## config.mk

```make
export PLATFORM = sky130hd
export DESIGN_NAME = riscv_timer
export DESIGN_NICKNAME = d
export VERILOG_FILES = /design/src/rtl/riscv_timer.sv
export SDC_FILE = /design/constraint.sdc
export NUM_CORES = 1
export LEC_CHECK = 0
export ABC_AREA = 1
export BUFFER_PORTS_ARGS = -buffer_cell sky130_fd_sc_hd__buf_2
export CORE_MARGIN = 1
export CORE_UTILIZATION = 58
export CTS_CLUSTER_SIZE = 14
export DETAILED_ROUTE_END_ITERATION = 12
export PLACE_DENSITY = 0.8
export SETUP_SLACK_MARGIN = 0.02
export SYNTH_ARGS = -nofsm -noshare
export SYNTH_HDL_FRONTEND = slang
export SYNTH_SLANG_ARGS = --single-unit
```

## constraint.sdc

```tcl
create_clock -name clk -period 4.1 [get_ports clk]
set_input_delay 0.205 -clock clk [delete_from_list [all_inputs] [get_ports clk]]
set_output_delay 0.205 -clock clk [all_outputs]
set_load 0.05 [all_outputs]
```

## src/rtl/riscv_timer.sv

```systemverilog
// Memory-mapped 64-bit machine timer (mtime/mtimecmp) with prescaler on the core dbus.
// Optional TIMER_HI_LATCH_EN: MTIME_LO reads snapshot mtime[63:32] so LO-then-HI reads are atomic.
module riscv_timer #(
    parameter logic [31:0] BASE_ADDR  = 32'h0200_0000,
    parameter int unsigned PRESCALE_W = 8
) (
    input  logic        clk,
    input  logic        rst,
    input  logic        I_req,
    input  logic        I_we,
    input  logic [31:0] I_addr,
    input  logic [31:0] I_data,
    input  logic [3:0]  I_mask,
    output logic [31:0] O_data,
    output logic        O_ready,
    output logic        O_timer_int
);

    localparam logic [2:0] SEL_CTRL     = 3'd0;
    localparam logic [2:0] SEL_MTIME_LO = 3'd1;
    localparam logic [2:0] SEL_MTIME_HI = 3'd2;
    localparam logic [2:0] SEL_CMP_LO   = 3'd3;
    localparam logic [2:0] SEL_CMP_HI   = 3'd4;

    localparam logic [PRESCALE_W-1:0] CNT_ONE = PRESCALE_W'(1);

    function automatic logic [31:0] merge_bytes(
        input logic [31:0] old_val,
        input logic [31:0] new_val,
        input logic [3:0]  mask
    );
        logic [31:0] res;
        res = old_val;
        for (int b = 0; b < 4; b++) begin
            if (mask[b]) begin
                res[8*b +: 8] = new_val[8*b +: 8];
            end
        end
        return res;
    endfunction

    logic                  en_q,       en_d;
    logic [PRESCALE_W-1:0] div_q,      div_d;
    logic [PRESCALE_W-1:0] cnt_q,      cnt_d;
    logic [63:0]           mtime_q,    mtime_d;
    logic [63:0]           mtimecmp_q, mtimecmp_d;
    logic                  ready_q,    ready_d;
    logic [31:0]           rdata_q,    rdata_d;
    logic                  int_q,      int_d;
`ifdef TIMER_HI_LATCH_EN
    logic [31:0]           shadow_q,   shadow_d;
`endif

    logic        in_window;
    logic        accept;
    logic        do_write;
    logic        do_read;
    logic [2:0]  sel;
    logic        wr_ctrl;
    logic        wr_mtime_lo;
    logic        wr_mtime_hi;
    logic        wr_cmp_lo;
    logic        wr_cmp_hi;
    logic        tick;
    logic [31:0] ctrl_word;
    logic [31:0] ctrl_new;
    logic [31:0] read_mux;
    logic        unused_addr_bits;

    assign unused_addr_bits = ^I_addr[1:0];

    // Address decode and single-outstanding handshake: nothing is accepted while ready is high.
    always_comb begin
        in_window   = (I_addr[31:5] == BASE_ADDR[31:5]);
        accept      = I_req && in_window && !ready_q;
        do_write    = accept && I_we && (I_mask != 4'b0000);
        do_read     = accept && !I_we;
        sel         = I_addr[4:2];
        wr_ctrl     = do_write && (sel == SEL_CTRL);
        wr_mtime_lo = do_write && (sel == SEL_MTIME_LO);
        wr_mtime_hi = do_write && (sel == SEL_MTIME_HI);
        wr_cmp_lo   = do_write && (sel == SEL_CMP_LO);
        wr_cmp_hi   = do_write && (sel == SEL_CMP_HI);
    end

    always_comb begin
        ctrl_word                   = 32'd0;
        ctrl_word[0]                = en_q;
        ctrl_word[8 +: PRESCALE_W]  = div_q;
        ctrl_new                    = merge_bytes(ctrl_word, I_data, I_mask);
    end

    // Prescaler: cnt walks 0..DIV, and the wrap cycle is the mtime tick.
    always_comb begin
        tick  = en_q && (cnt_q == div_q);
        en_d  = en_q;
        div_d = div_q;
        if (wr_ctrl) begin
            en_d  = ctrl_new[0];
            div_d = ctrl_new[8 +: PRESCALE_W];
        end

        cnt_d = cnt_q + CNT_ONE;
        if (wr_ctrl || !en_q || tick) begin
            cnt_d = '0;
        end
    end

    // A bus write to either mtime half overrides the tick, so no carry crosses into the other half.
    always_comb begin
        mtime_d = tick ? (mtime_q + 64'd1) : mtime_q;
        if (wr_mtime_lo) begin
            mtime_d = {mtime_q[63:32], merge_bytes(mtime_q[31:0], I_data, I_mask)};
        end else if (wr_mtime_hi) begin
            mtime_d = {merge_bytes(mtime_q[63:32], I_data, I_mask), mtime_q[31:0]};
        end

        mtimecmp_d = mtimecmp_q;
        if (wr_cmp_lo) begin
            mtimecmp_d = {mtimecmp_q[63:32], merge_bytes(mtimecmp_q[31:0], I_data, I_mask)};
        end else if (wr_cmp_hi) begin
            mtimecmp_d = {merge_bytes(mtimecmp_q[63:32], I_data, I_mask), mtimecmp_q[31:0]};
        end

        int_d = (mtime_q >= mtimecmp_q);
    end

    always_comb begin
        case (sel)
            SEL_CTRL:     read_mux = ctrl_word;
            SEL_MTIME_LO: read_mux = mtime_q[31:0];
`ifdef TIMER_HI_LATCH_EN
            SEL_MTIME_HI: read_mux = shadow_q;
`else
            SEL_MTIME_HI: read_mux = mtime_q[63:32];
`endif
            SEL_CMP_LO:   read_mux = mtimecmp_q[31:0];
            SEL_CMP_HI:   read_mux = mtimecmp_q[63:32];
            default:      read_mux = 32'd0;
        endcase

        ready_d = accept;
        rdata_d = do_read ? read_mux : 32'd0;
    end

`ifdef TIMER_HI_LATCH_EN
    always_comb begin
        shadow_d = shadow_q;
        if (do_read && (sel == SEL_MTIME_LO)) begin
            shadow_d = mtime_q[63:32];
        end
    end
`endif

    always_ff @(posedge clk) begin
        if (rst) begin
            en_q       <= 1'b0;
            div_q      <= '0;
            cnt_q      <= '0;
            mtime_q    <= 64'd0;
            mtimecmp_q <= 64'hFFFF_FFFF_FFFF_FFFF;
            ready_q    <= 1'b0;
            rdata_q    <= 32'd0;
            int_q      <= 1'b0;
        end else begin
            en_q       <= en_d;
            div_q      <= div_d;
            cnt_q      <= cnt_d;
            mtime_q    <= mtime_d;
            mtimecmp_q <= mtimecmp_d;
            ready_q    <= ready_d;
            rdata_q    <= rdata_d;
            int_q      <= int_d;
        end
    end

`ifdef TIMER_HI_LATCH_EN
    always_ff @(posedge clk) begin
        if (rst) begin
            shadow_q <= 32'd0;
        end else begin
            shadow_q <= shadow_d;
        end
    end
`endif

    assign O_data      = rdata_q;
    assign O_ready     = ready_q;
    assign O_timer_int = int_q;

endmodule

```

### Word-level counts from Yosys, hierarchy flattened

Index checks and enable logic that the tools add are counted.

* memory bits (writable): 0
* memories: 0
* bits in latches: 0
* bits in read-only memories: 0
* register bits after elaboration: 179
* input bits: 72
* output and inout port bits: 34

* divide/modulo/power cells: 0
* $lt $le $gt $ge: 1
* equal/unequal tests: 15
* shift operators: 0
* multiply operators: 0
* bitwise gates (word level): 3
* reductions and logical operators: 40
* multiplexer cells: 9
* add/sub/neg operators: 2

Operators with widths (count)
* case mux 32 bit (5 select lines): 1
* 2-to-1 mux 64 bit: 2
* adder 64 x 1 -> 64 bit, second input constant: 1
* greater-or-equal comparator 64 bit: 1
* 2-to-1 mux 32 bit: 2
* AND reduction 3 bit: 12
* 2-to-1 mux 8 bit: 4
* == test 27 x 21 -> 1 bit, second input constant: 1
* inequality test 2 bit, second input constant: 9
* AND reduction 2 bit: 6
* logical AND 1 bit: 11
* adder 8 x 1 -> 8 bit, second input constant: 1
* == test 8 bit: 1
* == test 3 x 2 -> 1 bit, second input constant: 2
* nonzero test 2 bit: 2
* nonzero test 4 bit: 1
* OR reduction 2 bit: 2
* == test 3 x 1 -> 1 bit, second input constant: 1
* == test 3 bit, second input constant: 1
* zero test 1 bit: 3
* zero test 3 bit: 1
* inverter 1 bit: 3
* logical OR 1 bit: 2

### Depth between registers and ports, before layout

Gate-level depths: netlist of run 1.

* depth after elaboration: 9
* gate-level depth with buffers: 16
* depth with buffers taken out: 16

### Least setup slack after synthesis of run 1

No wires, ideal clock.

* kind: register -> register
* start point: reg ready_q (netlist: O_ready)
* end point: reg mtime_q[47]
* required time: 3.990 ns
* clock period less this slack: 1.880 ns
* path buffers: 1
* setup slack: 2.220 ns
* arrival time: 1.770 ns
* cell stages (with the launch flop): 13
* path through: dfxtp_1 -> nor2_1 -> nand2_1 -> nor2_1 -> nand2_1 -> nor2_2 -> nand4_2 -> clkbuf_1 -> nor2_1 -> nor2_1 -> nand2_1 -> nand2_1 -> nor2_1

* longest elaborated chain between the ends: 7

RTL lines
* start, declared: line 47 `logic ready_q, ready_d;`
* start signal, assigned: line 171 `ready_q <= ready_d;`
* zero test 1 bit *: line 75 `accept = I_req && in_window && !ready_q;`
* logical AND 1 bit *: line 75
* logical AND 1 bit * (2 in series): line 76 `do_write = accept && I_we && (I_mask != 4'b0000);`
* logical AND 1 bit, on equally long branches: line 81, 80
* inequality test 2 bit (no line), or another cell as far along
* AND reduction 3 bit (no line)
* end signal, assigned: line 169 `mtime_q <= mtime_d;`
* end, declared: line 45 `logic [63:0] mtime_q, mtime_d;`

Every way passes the cells marked *; elsewhere a longest branch is shown, timed or not. The select of a mux whose other input is x is not followed.
A chain may end at the register's enable or synchronous reset.

### Final worst setup path of run 1

* start point: reg mtime_q[1]
* end point: reg mtime_q[24]

* longest elaborated chain between the ends: 4

RTL lines
* adder 64 x 1 -> 64 bit: line 111 `mtime_d = tick ? (mtime_q + 64'd1) : mtime_q;`
* 2-to-1 mux 64 bit: line 111
* 2-to-1 mux 64 bit: line 114 `end else if (wr_mtime_hi) begin`
* 2-to-1 mux 32 bit: line 112 `if (wr_mtime_lo) begin`

Every way passes these cells. The select of a mux whose other input is x is not followed.

==> flow_summary.ini, run 1 <==
[run_status]
status = completed

[layout]
layout-drive-gt1-share_pct = 9.94
fin_util_pct = 66.0
n_antenna_cell = 0
final_cell_count_no_fill = 2293
nets = 2148
n_fill_cell = 1909
area_growth_pct = 10.4

[yosys]
yosysSeqAreaShare_pct = 29.4
synthTopCellsByArea = dfxtp_1, nand2_1, nor2_1
yosysMostFrequentCell = nand2_1
synth_edf_count = 0
ys_ff_latch = 179
yosys.area.top_type_share_pct = 29.4
synth_cell_types = 48
synth_top_flop_cell = dfxtp_1
synth_top_area_cell = dfxtp_1
async_flop_share_pct = 0
synthesis.nets = 2073
synthTopCellsByCount = nand2_1, nor2_1, inv_1
synth.avg_cell_area_um2 = 6.31
synth_area_um2 = 12200
syn_inst = 1935
ys_warn_count = 0

[clocking]
insertion_delay_ns = 0.44
cts_htree_levels = 4
clock_sinks = 179
root_buffer = clkbuf_16
cts_tree = built
cts_buffer_depth = 2
cts.repair.resized = 0
clk_pin_slew_ns = 0.07
cts_buffers = 17

[drt]
drt_wl_total_um = 41800
drtAntennaViolNets = 0
drc = 0
viasPerCell = 5.73
dr.first_iter.drc_count = 1290
wl_per_cell_um = 18.2
dr.pass1.iters = 6
vias = 13100

[global_route]
grt_overflow = 0
antenna_found_initial = 0
grt_util_all_layers_pct = 39.2
grt_first_pass_wirelength_um = 65300
grt_max_degree = 61
grt_pass1_vias = 12000

[power_and_ir_drop]
p_per_area_nw_per_um2 = 269
swShare_pct = 26.1
internal_power_w = 0.00268
pwr-share-comb_pct = 5.2
p_leak_nw = 6.67
power_switching_w = 0.000946
clkPwrFrac_pct = 46.9
vdd_drop_max_v = 0.000237
pwr-share-seq_pct = 47.9

[timing]
fin_worst_skew_ns = 0.0131
fin_crit_sh_pct = 66.8
worst_pin_slew_ns = 0.944
fmax_ghz = 0.365
finalHoldViolCount = 0
rsz0062_at_grt = false
tns_ns = 0
finalSetupViolCount = 0
slew_headroom_pct = 36.5
finalCriticalPeriod_ns = 2.74
slew_violations = 0

[critical_path]
cp.required_ns = 4.48
r2r.worst_path.cells = 10
start_kind = register
crit_chain = ha_1, nand2_1, nor2_1, nand2_1, nor3_1, or2_2, nand2_1, o21ai_0, nor2_1, nor2_1
critPathArrivalTime_ns = 3.12
critPathMaxFanout = 6
end_kind = register
slowest_delay_ns = 0.66
cp_slowest_cell = nor3_1
path_class = reg2reg

[placement]
dp_hpwl_um = 31700
dp.cells = 2258
port-buffer-count = 103
place_congestion = 0.996

[floorplanning]
initial_utilization_pct = 59.7
fp.dieW_um = 147
design.die.area_um2 = 21600
core_area_um2 = 20400
ios = 106
die-height_um = 147
num_rows = 52

[flow_run]
cap_violations = 0

[hold_path]
holdPathStages = 3
min_path_type = in2reg
[state kept, by name, indices dropped and copies added (netlist names)]
signal and cells:
mtime_q 64, O_data 32, div_q 8, mtimecmp_q 64, en_q 1, O_timer_int 1, O_ready 1, cnt_q 8
[layout by cell type (no fill, tap or decap), types with 5 or more instances in the layout]
cell type | Yosys | final
dfxtp_1 | 179 | 179
o21ai_0 | 71 | 71
nor2_4 | 6 | 6
o22ai_1 | 23 | 23
a221oi_1 | 8 | 8
o211ai_1 | 35 | 35
ha_1 | 66 | 66
nand3b_1 | 8 | 8
clkbuf_16 | 0 | 17
xor2_1 | 31 | 31
nor3_1 | 13 | 13
nand2_4 | 5 | 5
o21ai_1 | 9 | 9
buf_4 | 5 | 11
nor2_1 | 285 | 285
nand3_1 | 102 | 102
a21oi_1 | 90 | 90
a211oi_1 | 8 | 8
a41oi_1 | 21 | 21
inv_6 | 1 | 5
buf_2 | 17 | 103
nand2_1 | 578 | 578
inv_1 | 242 | 242
nand4_1 | 30 | 30
inv_2 | 14 | 14
[layout make-up]
| type | instances | area (µm²) | area share [%] |
|---|---|---|---|
| clock inverters | 14 | 160 | 1.19 |
| clock buffers | 18 | 439 | 3.26 |
| repair buffers | 117 | 628 | 4.66 |
| flip-flops and latches | 179 | 3580 | 26.6 |
| inverters | 258 | 973 | 7.22 |
| well taps | 270 | 338 | 2.51 |
| multi-input cells | 1437 | 7350 | 54.6 |
[worst max-delay path, delay by kind of cell (launching register included)]
family,cells,cell delay (ns)
adders and majority gates,1,0.31
AOI/OAI and AO/OA,1,0.17
DFF,1,0.46
and+or+nand+nor,8,1.72
[worst paths after layout]
path         slack, ns                        start                           to
min reg2reg       0.48  mtimecmp_q[50]$_SDFFE_PP1P_  mtimecmp_q[50]$_SDFFE_PP1P_
max               1.36      mtime_q[1]$_SDFFE_PP0P_     mtime_q[24]$_SDFFE_PP0P_
max reg2reg       1.36      mtime_q[1]$_SDFFE_PP0P_     mtime_q[24]$_SDFFE_PP0P_
min             0.0006                    I_data[1]   mtimecmp_q[1]$_SDFFE_PP1P_
[power by group through the flow]
stage | combinational, W | sequential [W] | clock, W
global route | 0.000202 | 0.00174 | 0.00178
floorplan | 0.0000876 | 0.00178 | 0
detailed placement | 0.000180 | 0.00178 | 0
global placement | 0.000178 | 0.00178 | 0
CTS | 0.000183 | 0.00174 | 0.00170
finish | 0.000188 | 0.00174 | 0.00170
[repair_timing]
| item | 4_1_cts | 5_1_grt |
|---|---|---|
| endpoints found under the hold margin | 3 | 0 |
| hold buffers | 3 | 0 |
| setup buffers | 0 | 0 |
[through the flow]
stage / power (W) / setup WS (ns) / area [µm²] / hold slack, ns
after detailed placement: 0.00196 / 1.32 / 12800 / 0.441
after global routing: 0.00372 / 1.14 / 13500 / 0.00311
after global placement: 0.00196 / 1.32 / 12800 / 0.433
after floorplan: 0.00187 / 2.22 / 12200 / 0.331
after CTS: 0.00362 / 1.42 / 13500 / 0.000151
final: 0.00362 / 1.36 / 13500 / 0.000572
[layer usage]
layer | share of wire [%] | GRT usage (%) | wire, µm
met2 | 45 | 62.7 | 18800
met1 | 42 | 53.2 | 17800
met5 | 0 | 0 | 0
met4 | 3.3 | 14.7 | 1380
met3 | 9.2 | 5.81 | 3850
[cells by family (layout without fill, tap and decap cells)]
kind of cell / Yosys count / after routing / synth area share (%)
compound gates: 276 / 276 / 13.6
xor+xnor: 32 / 32 / 2.30
fa+ha+maj: 66 / 66 / 6.77
buf+inv: 319 / 407 / 10.4
flops: 179 / 179 / 29.4
simple gates: 1063 / 1063 / 37.6
Note: power is estimated with default switching activity, not from simulation.
==> run 2: changes to the inputs <==
==> constraint.sdc (replaced) <==
create_clock -name clk -period 2.7 [get_ports clk]
set_input_delay 0.135 -clock clk [delete_from_list [all_inputs] [get_ports clk]]
set_output_delay 0.135 -clock clk [all_outputs]
set_load 0.05 [all_outputs]
==> flow_summary.ini, run 2 (synthesized netlist as in run 1, its figures left out) <==
[placement]
dpl_cell_area_um2 = 13100
port-buffer-count = 103
place_congestion = 1.03
pre_cts_ws_ns = 0.378
dp_hpwl_um = 32300
dp.cells = 2288

[layout]
nets = 2205
layout_commonest_cell = nand2_1
layout_common_cells = nand2_1, nor2_1, inv_1
final_cell_count_no_fill = 2350
postLayoutCellArea_um2 = 14000
n_antenna_cell = 0
layout-drive-gt1-share_pct = 11.1
area_growth_pct = 14.6

[timing]
finalCriticalPeriod_ns = 2.45
fin_worst_skew_ns = 0.0153
setup_ws_ns = 0.247
finalHoldViolCount = 0
slew_headroom_pct = 47.3
fin_crit_sh_pct = 90.8
tns_ns = 0
finalSetupViolCount = 0
rsz0062_at_grt = false
slew_violations = 0
worst_pin_slew_ns = 0.788
fmax_ghz = 0.408

[hold_path]
min_path_type = in2reg
holdPathStages = 3
hp-start = I_data[21]
holdPathEnd = mtimecmp_q[21]$_SDFFE_PP1P_

[drt]
wl_per_cell_um = 18.1
vias = 13400
dr.pass1.iters = 6
drtAntennaViolNets = 0
dr.first_iter.drc_count = 1231
viasPerCell = 5.71
drc = 0
drt_wl_total_um = 42600

[critical_path]
cp.required_ns = 3.03
critPathMaxFanout = 9
path_class = reg2reg
start_kind = register
crit_path_start = mtime_q[2]$_SDFFE_PP0P_
reg2reg_slack_ns = 0.25
critPathArrivalTime_ns = 2.78
r2r.worst_path.cells = 11
reg2reg_to = mtime_q[39]$_SDFFE_PP0P_
end_kind = register
r2r_start = mtime_q[2]$_SDFFE_PP0P_

[clocking]
cts.repair.resized = 0
insertion_delay_ns = 0.45
clk_pin_slew_ns = 0.08
cts_buffer_depth = 2
cts_htree_levels = 4
cts_tree = built
clock_sinks = 179
cts_setup_buffers = 0
hold_buffers = 30
root_buffer = clkbuf_16
cts_buffers = 17

[power_and_ir_drop]
vdd_drop_max_v = 0.000339
p_leak_nw = 6.95
p_per_area_nw_per_um2 = 400
finalPower_w = 0.00560

[floorplanning]
die-height_um = 147
design.die.area_um2 = 21600
ios = 106
fp.dieW_um = 147
core_area_um2 = 20400
num_rows = 52
initial_utilization_pct = 59.7

[global_route]
grt_pass1_vias = 12700
antenna_found_initial = 1
grt_util_all_layers_pct = 40.0
grt_first_pass_wirelength_um = 66700
grt_max_degree = 53
grt_overflow = 0

[flow_run]
cap_violations = 0

[run_status]
status = completed
## run 2: changes by cell type in the layout (fill, tap and decap cells not counted), sizes merged
cell and change:
clkbuf -1, dlygate4sd3 +27, clkinv +2, buf +30
inv -2, bufinv +1
## run 2: area by class of cell
type | instances | area [µm²]
clock buffer | 17 | 425
clock inverter | 15 | 191
fill | 1875 | 6440
inverter | 258 | 973
multi-input combinational | 1437 | 7350
sequential | 179 | 3580
tap | 270 | 338
timing repair buffer | 174 | 1120
## run 2: worst max-delay path, cell delays in order, from the launching register on
cell	delay [ns]
dfxtp_1	0.57
nand3_1	0.26
inv_1	0.12
nand2_1	0.19
nor2_4	0.27
nand3_1	0.16
inv_1	0.31
nand3_1	0.11
nand3_1	0.12
o21ai_0	0.09
nor2_1	0.09
nor2_1	0.06
## run 2: worst max-delay path by stage
stage,to,slack (ns),cells after the start
after CTS,mtime_q[11]$_SDFFE_PP0P_,0.35,10
after global routing,mtime_q[37]$_SDFFE_PP0P_,0.07,11
final,mtime_q[39]$_SDFFE_PP0P_,0.25,11
after global placement,mtime_q[19]$_SDFFE_PP0P_,0.38,11
after floorplan,mtime_q[47]$_SDFFE_PP0P_,0.82,12
after detailed placement,mtime_q[19]$_SDFFE_PP0P_,0.38,11
## run 2: metal layers
metal | GRT usage [%] | wire (µm) | vias up
met5 | 0 | 0 | -
met4 | 19.0 | 1720 | 0
met3 | 6.49 | 3830 | 126
met2 | 64.7 | 19100 | 627
met1 | 51.9 | 17900 | 6158
li1 | - | - | 6507
## run 2: per-stage QoR
stage | hold slack (ns) | utilization (%)
finish | 0.0270 | 68.5
global placement | 0.360 | 64.0
global route | 0.0569 | 68.5
CTS | 0.0152 | 68.5
floorplan | 0.261 | -
detailed placement | 0.372 | 64.0
## run 2: power breakdown
| group | switching, W | leakage, nW | internal [W] |
|---|---|---|---|
| Sequential | 0.00000000000161 | 1.44 | 0.00264 |
| Clock | 0.00123 | 0.300 | 0.00141 |
| Combinational | 0.000212 | 5.21 | 0.000108 |
